[config.mk]
export PLATFORM = sky130hd
export DESIGN_NAME = reaction_ctrl
export DESIGN_NICKNAME = d
export VERILOG_FILES = /design/src/rtl/reaction_ctrl.sv
export SDC_FILE = /design/constraint.sdc
export NUM_CORES = 1
export LEC_CHECK = 0
export BUFFER_PORTS_ARGS = -buffer_cell sky130_fd_sc_hd__buf_2
export CORE_AREA = 2 2 61 63
export CTS_CLUSTER_DIAMETER = 120
export DETAILED_ROUTE_END_ITERATION = 10
export DIE_AREA = 0 0 63 65
export PLACE_DENSITY = 0.76
export SLEW_MARGIN = 5
export SYNTH_ARGS = -nofsm -noshare
export SYNTH_HDL_FRONTEND = slang
export SYNTH_SLANG_ARGS = --single-unit
export TNS_END_PERCENT = 10
[constraint.sdc]
create_clock -name clk -period 2.6 [get_ports clk]
set_input_delay 0.52 -clock clk [delete_from_list [all_inputs] [get_ports clk]]
set_output_delay 0.52 -clock clk [all_outputs]
set_load 0.02 [all_outputs]
[src/rtl/reaction_ctrl.sv]
// Reaction-timer sequencer: arm, random wait, light LED, then gate 1 ms ticks into the BCD chain until stop.
// Latency: state and flags register on the clk edge after start/stop/tick; only cnt_enb is combinational.
module reaction_ctrl #(
  parameter int              DELAY_MIN_MS = 1000,
  parameter int              RANGE_BITS   = 11,
  parameter int              DLY_W        = 16,
  parameter logic [15:0]     LFSR_SEED    = 16'hACE1,
  parameter bit              RANDOM_EN    = 1'b1
) (
  input  logic       clk,
  input  logic       rst,
  input  logic       start,
  input  logic       stop,
  input  logic       tick_1ms,
  input  logic       cnt_ovf,
  output logic       cnt_clr,
  output logic       cnt_enb,
  output logic       led_on,
  output logic       done,
  output logic       early,
  output logic       timeout,
  output logic [2:0] state
);

  localparam logic [2:0] S_IDLE    = 3'd0;
  localparam logic [2:0] S_WAIT    = 3'd1;
  localparam logic [2:0] S_REACT   = 3'd2;
  localparam logic [2:0] S_DONE    = 3'd3;
  localparam logic [2:0] S_EARLY   = 3'd4;
  localparam logic [2:0] S_TIMEOUT = 3'd5;

  localparam logic [DLY_W-1:0] DLY_ONE  = 1;
  localparam logic [DLY_W-1:0] DLY_BASE = DLY_W'(DELAY_MIN_MS);

  logic [2:0]       state_q, state_d;
  logic [15:0]      lfsr_q;
  logic [DLY_W-1:0] dly_q, dly_d, addend;
  logic             accept;
  logic             clr_q, led_q, done_q, early_q, timeout_q;

  assign addend  = RANDOM_EN ? DLY_W'(lfsr_q[RANGE_BITS-1:0]) : '0;
  assign cnt_enb = (state_q == S_REACT) && tick_1ms;

  always_comb begin
    state_d = state_q;
    dly_d   = dly_q;
    accept  = 1'b0;
    case (state_q)
      S_IDLE, S_DONE, S_EARLY, S_TIMEOUT: begin
        if (start) begin
          accept  = 1'b1;
          state_d = S_WAIT;
          dly_d   = DLY_BASE + addend;
        end
      end
      S_WAIT: begin
        // A press on the final tick still counts as early.
        if (stop) begin
          state_d = S_EARLY;
        end else if (tick_1ms) begin
          if (dly_q <= DLY_ONE) begin
            state_d = S_REACT;
            dly_d   = '0;
          end else begin
            dly_d = dly_q - DLY_ONE;
          end
        end
      end
      S_REACT: begin
        if (stop)
          state_d = S_DONE;
        else if (cnt_ovf && tick_1ms)
          state_d = S_TIMEOUT;
      end
      default: state_d = S_IDLE;
    endcase
  end

  always_ff @(posedge clk or negedge rst) begin
    if (!rst) begin
      state_q   <= S_IDLE;
      lfsr_q    <= LFSR_SEED;
      dly_q     <= '0;
      clr_q     <= 1'b0;
      led_q     <= 1'b0;
      done_q    <= 1'b0;
      early_q   <= 1'b0;
      timeout_q <= 1'b0;
    end else begin
      state_q   <= state_d;
      // Taps 16,14,13,11; a nonzero seed never reaches the all-zero lockup state.
      lfsr_q    <= {lfsr_q[14:0], lfsr_q[15] ^ lfsr_q[13] ^ lfsr_q[12] ^ lfsr_q[10]};
      dly_q     <= dly_d;
      clr_q     <= accept;
      led_q     <= (state_d == S_REACT);
      done_q    <= (state_d == S_DONE);
      early_q   <= (state_d == S_EARLY);
      timeout_q <= (state_d == S_TIMEOUT);
    end
  end

  assign state   = state_q;
  assign cnt_clr = clr_q;
  assign led_on  = led_q;
  assign done    = done_q;
  assign early   = early_q;
  assign timeout = timeout_q;

endmodule

* Word-level counts from Yosys, hierarchy flattened
Cells that the tools add are included.
** Operators by class
- Multiplexer cells :: 14
- Eq/ne operators :: 12
- Add/subtract/negate cells :: 2
- Reductions and logical operators :: 6
- Bitwise logic cells :: 3
- Magnitude comparators :: 1
** Operators by type and width (count)
- $mux 16 :: 4
- $pmux 16 s2 :: 1
- $mux 3 :: 6
- $le 16x1->1 const B :: 1
- $sub 16x1->16 const B :: 1
- $add 10x11->12 const A :: 1
- $eq 3x2->1 const B :: 4
- $eq 3x3->1 const B :: 4
- $pmux 3 s3 :: 1
- $ne 2x2->1 const B :: 3
- $reduce_and 4->1 :: 1
- $reduce_or 4->1 :: 1
- $eq 3x1->1 const B :: 1
- $logic_not 3->1 :: 1
- $xor 1x1->1 :: 3
- $logic_and 1x1->1 :: 2
- $mux 1 :: 2
- $reduce_bool 2->1 :: 1
** Word-level totals
- Input port bits :: 6
- Register bits after elaboration :: 40

* Longest topological paths before layout
Gate-level depths: netlist (run 1).
- Depth in word-level cells :: 6
- Gate-level depth with buffers :: 8

* Worst setup path after synthesis (run 1)
No wires, ideal clock.
- Path kind :: flip-flop to flip-flop
- Start :: reg state_q[0] (netlist: state[0])
- End :: reg dly_q[10]
- Library setup time :: 0.138 ns
- Arrival time :: 2.073 ns
- Cell stages (with the launch flop) :: 8
- Slack :: 0.388 ns
- Period minus slack after synthesis :: 2.212 ns
- Path buffers :: 2
- Path through :: dfrtp_1 buf_2 or3b_2 nor3b_2 nor2_1 clkbuf_1 o21ai_0 o221ai_1
** Between the ends
- Longest elaborated chain between the ends :: 4
** Ends and longest elaborated chain
- start, declared :: line 35 : logic [2:0] state_q, state_d;
- start signal, assigned :: line 90 : state_q <= state_d;
- $eq 3x2->1 (tied with other cells) :: line 48 : case (state_q)
- $reduce_or 4->1 :: line 48
- $ne 2x2->1 (no line) / $reduce_bool 2->1 (equally long branches)
- $reduce_and 4->1 (no line)
- end signal, assigned :: line 93 : dly_q <= dly_d;
- end, declared :: line 37 : logic [DLY_W-1:0] dly_q, dly_d, addend;
Parallel ways exist; a longest one is shown, timed or not.
A chain may end at the register's enable or synchronous reset.

* Final worst setup path (run 1)
- Start :: reg dly_q[4]
- End :: reg dly_q[9]
** Between the ends
- Longest elaborated chain between the ends :: 5
** Ends and longest elaborated chain
- $sub 16x1->16 / $le 16x1->1 (equally long branches) :: line 65, 61
- $mux 16 (*) :: line 61 : if (dly_q <= DLY_ONE) begin
- $mux 16 (*) :: line 60 : end else if (tick_1ms) begin
- $mux 16 (*) :: line 58 : if (stop) begin
- $pmux 16 s2 (*) :: line 48
Mark *: on every way between the ends. The rest lies on a longest branch, timed or not. The select of a mux whose other input is x is not followed.

==> results.ini, run 1 <==
[outcome]
run_status=completed

[detailed_routing]
drt_iter0_markers=125
wl_mm=4.27
vias=1585
routedWlPerCell_um=16.6
route.detailed.drc=0
antenna_left=0
post_drt_via_cell_ratio=6.17
first_pass_iters=4

[finish]
multiInputGateArea_sq_um=898
final_core_util=0.625
areaGrowthSynthToFinish_pct=11.8
layout.nets=217
diodes=0
register_area_sq_um=1010
fillers=301
mostFrequentLayoutCells=32 x dfrtp_1, 14 x nor2_1, 14 x buf_2
final_layout_size_suffix_gt1_frac=0.201
final_common_cell=dfrtp_1
final_area_sq_um=2180

[clock_tree]
clk_latency_ps=360
cts_root_buffer=clkbuf_4
cts_buffers=5
clock-sinks=40
clkSlewWorstSetupHoldPaths_ps=130
cts-htree-levels=2
clockBufferDepth=2
cts_tree=yes

[timing]
final-setup-viol-count=0
slew_headroom=0.429
rsz0062_at_grt=no
min_period_ps=2370
finClkSkew_ps=18.0
fmax_mhz=422
drv_slew=0
hold_viol=0
fin_crit_sh=0.912
fin_setup_tns_ps=0
setup_slack_ps=228
worst_pin_slew_ps=857

[synthesis]
synth-seq-cells=40
synth_cell_types=51
ys_dominant_reg_cell=dfrtp_1
syn_area_per_cell_sq_um=10.5
ys_seq_area_frac=0.518
syn_nets=195
synth_edf_count=0
syn_inst=186
synthArstFlopShare=1.00
syn-cell-area_sq_um=1950
synth-warning-count=0

[placed_design]
post-dp-hpwl_mm=2.98
gp_congestion=0.842
post-place-ws_ps=223
io_buffers=14
placed_area_sq_um=2100

[grt]
grt_max_degree=41
grt.total_usage=0.234
antenna_found_initial=0
grt_overflow=0
grt_pass1_vias=1568
grt_pass1_wl_mm=7.36

[die]
die-area_sq_um=4100
core_sq_um=3500
io_pins=15
die_y_um=65
die_width_um=63
rows=22
initial_core_util=0.559

[critical_path]
critPathLaunchType=register
cp.required_ps=2840
crit_path_max_fanout=10
ff2ff_setup_slack_ps=230
critPathKind=reg -> reg
cp_cell_sequence=or4_4 > or4_4 > o21ai_4 > inv_1 > a311o_1
critPathMaxStageDelay_ps=600
crit_top_cell=or4_4
cp-end-kind=register
arrival_ps=2620
slowest_stage=or4_4

[power]
ir_drop_mv=0.403
p_per_area_nw_per_um2=968
power_leakage_uw=0.000955

[flow_run]
drv_cap=0

[min_path]
min_path_type=in -> async

critical path, delay by kind of cell (launching register included):
family / cells / cell delay [ps]
flops: 1 / 450
compound gates: 2 / 650
buf+inv: 1 / 90
simple gates: 2 / 1080
synth_stat cells (4+ instances only):
cell,count,share of area
o21ai_0,11,0.028
nor3_1,6,0.015
nand2_1,8,0.015
a21oi_1,10,0.026
nand3_1,8,0.021
nand2b_1,4,0.013
xnor2_1,5,0.022
nor2_1,15,0.029
o31ai_1,4,0.015
dfstp_2,8,0.11
inv_1,8,0.015
dfrtp_1,32,0.41
metal layers:
layer	GRT usage	share of wire	wire [um]	up-vias
met5	0	0	0	-
met4	0.117	0.031	131	0
met3	0.0590	0.047	201	12
met2	0.374	0.49	2090	55
met1	0.297	0.43	1850	776
li1	-	-	-	742
layout make-up:
class / instances / area share
Tap cell: 48 / 0.0275
Clock inverter: 2 / 0.0160
Timing Repair Buffer: 19 / 0.0493
Multi-Input combinational cell: 134 / 0.411
Sequential cell: 40 / 0.463
Inverter: 8 / 0.0138
Clock buffer: 6 / 0.0189
flip-flops by register name, indices dropped and copies added, names as in the netlist:
name / cells
state: 3
led_on: 1
dly_q: 16
cnt_clr: 1
done: 1
timeout: 1
early: 1
lfsr_q: 16
stage by stage:
stage / std cells / hold WS (ps) / total power, uW
CTS: 257 / 289 / 2110
finish: 257 / 247 / 2110
detailed placement: 249 / 347 / 1700
floorplan: 186 / 224 / 1450
global placement: 249 / 340 / 1670
global route: 257 / 316 / 2260
kinds of logic (layout without fill, tap and decap cells):
logic type / after synthesis / count (layout) / synth area share
simple gates: 68 / 68 / 0.202
buf+inv: 12 / 35 / 0.0237
compound gates: 53 / 53 / 0.192
mux: 2 / 2 / 0.0103
fa+ha+maj: 3 / 3 / 0.0192
xor+xnor: 8 / 8 / 0.0359
flops: 40 / 40 / 0.518
power by group:
| part | internal, uW | switching, uW | total [uW] |
|---|---|---|---|
| clock | 202 | 207 | 409 |
| sequential | 742 | 152 | 893 |
| combinational | 322 | 490 | 812 |
path summary, 6_finish.rpt:
path,startpoint,to,depth (start not counted)
min,rst,state[0]$_DFF_PN0_,1
max in group asynchronous,rst,dly_q[1]$_DFFE_PN0P_,1
max,dly_q[4]$_DFFE_PN0P_,dly_q[9]$_DFFE_PN0P_,5
max reg2reg,dly_q[4]$_DFFE_PN0P_,dly_q[9]$_DFFE_PN0P_,5
min in group clk,lfsr_q[14]$_DFF_PN0_,lfsr_q[15]$_DFF_PN1_,0
min reg2reg,lfsr_q[14]$_DFF_PN0_,lfsr_q[15]$_DFF_PN1_,0
what timing repair did:
action	CTS	global route
hold endpoints to repair	0	0
setup buffers	0	0
resized for setup	0	1
hold buffers	0	0
setup endpoints to repair	0	2
No activity file was read; power rests on OpenSTA's default activity.
==> run 2, diff against run 1 <==
--- a/config.mk
+++ b/config.mk
@@ -6,11 +6,10 @@
 export NUM_CORES = 1
 export LEC_CHECK = 0
 export BUFFER_PORTS_ARGS = -buffer_cell sky130_fd_sc_hd__buf_2
-export CORE_AREA = 2 2 61 63
+export CORE_AREA = 2 2 72 74
 export CTS_CLUSTER_DIAMETER = 120
 export DETAILED_ROUTE_END_ITERATION = 10
-export DIE_AREA = 0 0 63 65
-export PLACE_DENSITY = 0.76
+export DIE_AREA = 0 0 74 76
 export SLEW_MARGIN = 5
 export SYNTH_ARGS = -nofsm -noshare
 export SYNTH_HDL_FRONTEND = slang
==> constraint.sdc (replaced) <==
create_clock -name clk -period 2.6 [get_ports clk]
set_input_delay 0.52 -clock clk [delete_from_list [all_inputs] [get_ports clk]]
set_output_delay 0.52 -clock clk [all_outputs]
set_load 0.1 [all_outputs]
==> results.ini, run 2 (synthesis gave the netlist of run 1 again) <==
[grt]
grt_pass1_wl_mm=7.45  ; +1.3%
grt_overflow=0  ; unchanged
grt_pass1_vias=1507  ; -3.9%
grt_max_degree=29  ; -29%
grt.total_usage=0.174  ; -0.0599
grt_use_met1=0.242  ; -0.0549
grt-busiest-layer=met2
antenna_found_initial=0  ; unchanged
met2_usage=0.256  ; -0.117
grt_use_met3=0.0437  ; -0.0154

[critical_path]
reg2reg_from=dly_q[4]$_DFFE_PN0P_
cp.required_ps=2780  ; -60 ps
cp.depth=5  ; unchanged
cp_cell_sequence=or4_4 > or4_4 > o21ai_4 > o31ai_1 > a221o_1
critPathMaxStageDelay_ps=600  ; about the same
r2r_end=dly_q[7]$_DFFE_PN0P_
crit_path_max_fanout=10  ; unchanged
critPathLaunchType=register
critPathKind=reg -> reg
arrival_ps=2520  ; -100 ps
path_buf_inv=0  ; -1
slowest_stage=or4_4
crit_top_cell=or4_4
reg2regPathDepth=5  ; unchanged
cp_top_family=simple AND/OR/NAND/NOR gates
cp-end-kind=register
ff2ff_setup_slack_ps=260  ; +40 ps

[placed_design]
post-dp-hpwl_mm=3.00  ; +0.59%
gp_congestion=0.837  ; -0.57%
io_buffers=14  ; unchanged
post-place-ws_ps=196  ; -26.7 ps
numPlacedInstances=273  ; +9.6%

[power]
power_leakage_uw=0.000980  ; +2.5%
ir_drop_mv=0.370  ; -8.2%
power.total_uw=2370  ; +12%
p_per_area_nw_per_um2=1050  ; +8.6%

[finish]
diodes=0  ; unchanged
mostFrequentLayoutCells=31 x dfrtp_1, 14 x nor2_1, 14 x buf_2
areaGrowthSynthToFinish_pct=15.4
final_layout_size_suffix_gt1_frac=0.223  ; +0.0218
fin_cells=281  ; +9.3%
layout.nets=219  ; +0.92%
final_common_cell=dfrtp_1

[clock_tree]
postCtsSetupRepairBufs=0  ; unchanged
clk_latency_ps=300  ; -60 ps
clockBufferDepth=2  ; unchanged
cts_root_buffer=clkbuf_8
cts_tree=yes
clkSlewWorstSetupHoldPaths_ps=80  ; -50 ps
cts_buffers=5  ; unchanged
clock-sinks=40  ; unchanged
cts-htree-levels=2  ; unchanged

[outcome]
run_status=completed

[timing]
drv_slew=0  ; unchanged
hold_viol=0  ; unchanged
final-setup-viol-count=0  ; unchanged
fin_crit_sh=0.899  ; -0.0137
setup_slack_ps=263  ; +35.6 ps
worst_pin_slew_ps=607  ; -250 ps
fmax_mhz=428  ; +1.5%
min_period_ps=2340  ; -35.6 ps
rsz0062_at_grt=no
slew_headroom=0.595  ; +0.167
finClkSkew_ps=7.02  ; -11.0 ps

[die]
core_sq_um=4910  ; +41%
initial_core_util=0.398  ; -0.161
io_pins=15  ; unchanged
die_y_um=76  ; +17%
die-area_sq_um=5620  ; +37%
die_width_um=74  ; +17%
rows=26  ; +18%

[detailed_routing]
vias=1540  ; -2.8%
route.detailed.drc=0  ; unchanged
wl_mm=4.26  ; -0.28%
first_pass_iters=4  ; unchanged
drt_iter0_markers=81  ; -35%
antenna_left=0  ; unchanged
post_drt_via_cell_ratio=5.48  ; -11%
routedWlPerCell_um=15.1  ; -8.8%

[min_path]
min_path_type=in -> async

[flow_run]
drv_cap=0  ; unchanged

==> run 2: cell count changes in the layout (fill, tap and decap cells not counted), sizes merged <==
cell / change
clkinv: +1
buf: +2
bufinv: -1
==> run 2: metrics by stage <==
stage / hold slack [ps] / util / setup TNS [ps] / cell area, sq um
finish: 223 / 0.459 / 0 / 2250
global route: 267 / 0.459 / 0 / 2250
CTS: 244 / 0.458 / 0 / 2250
detailed placement: 346 / 0.440 / 0 / 2160
global placement: 343 / 0.440 / 0 / 2160
floorplan: 224 / - / -54.2 / 1970
==> run 2: layer usage <==
metal	wire length, um	up-vias	part of all wire
li1	-	753	-
met1	2020	744	0.47
met5	0	-	0
met2	1970	35	0.46
met4	105	0	0.025
met3	163	8	0.038
==> run 2: cell type report <==
type / count / area (sq um)
fill: 459 / 2660
sequential: 40 / 1010
multi-input combinational: 134 / 910
timing repair buffer: 21 / 123
tap: 70 / 87.6
clock buffer: 6 / 82.6
inverter: 8 / 30.0
clock inverter: 2 / 10.0
==> run 2: worst max-delay path by stage <==
stage	startpoint	to	slack [ps]
finish	dly_q[4]$_DFFE_PN0P_	dly_q[7]$_DFFE_PN0P_	260
global route	dly_q[4]$_DFFE_PN0P_	dly_q[7]$_DFFE_PN0P_	170
CTS	state[0]$_DFF_PN0_	dly_q[7]$_DFFE_PN0P_	230
detailed placement	start	dly_q[6]$_DFFE_PN0P_	200
global placement	start	dly_q[6]$_DFFE_PN0P_	270
floorplan	state[1]$_DFF_PN0_	cnt_enb	-50
==> run 2: power breakdown <==
group / leakage, uW / total, uW / internal [uW] / switching [uW]
sequential: 0.000494 / 892 / 744 / 148
clock: 0.0000510 / 428 / 212 / 217
combinational: 0.000434 / 1050 / 337 / 714
total: 0.000980 / 2370 / 1290 / 1080
==> run 2: worst register-to-register path, cell delays in order, from the launching register on <==
cell	delay [ps]
dfrtp_1	430
or4_4	600
or4_4	480
o21ai_4	330
o31ai_1	130
a221o_1	270
==> run 2: what timing repair did <==
| item | 4_1_cts | 5_1_grt |
|---|---|---|
| endpoints found under the setup margin | 0 | 2 |
| resized for setup | 0 | 1 |
| hold buffers | 0 | 0 |
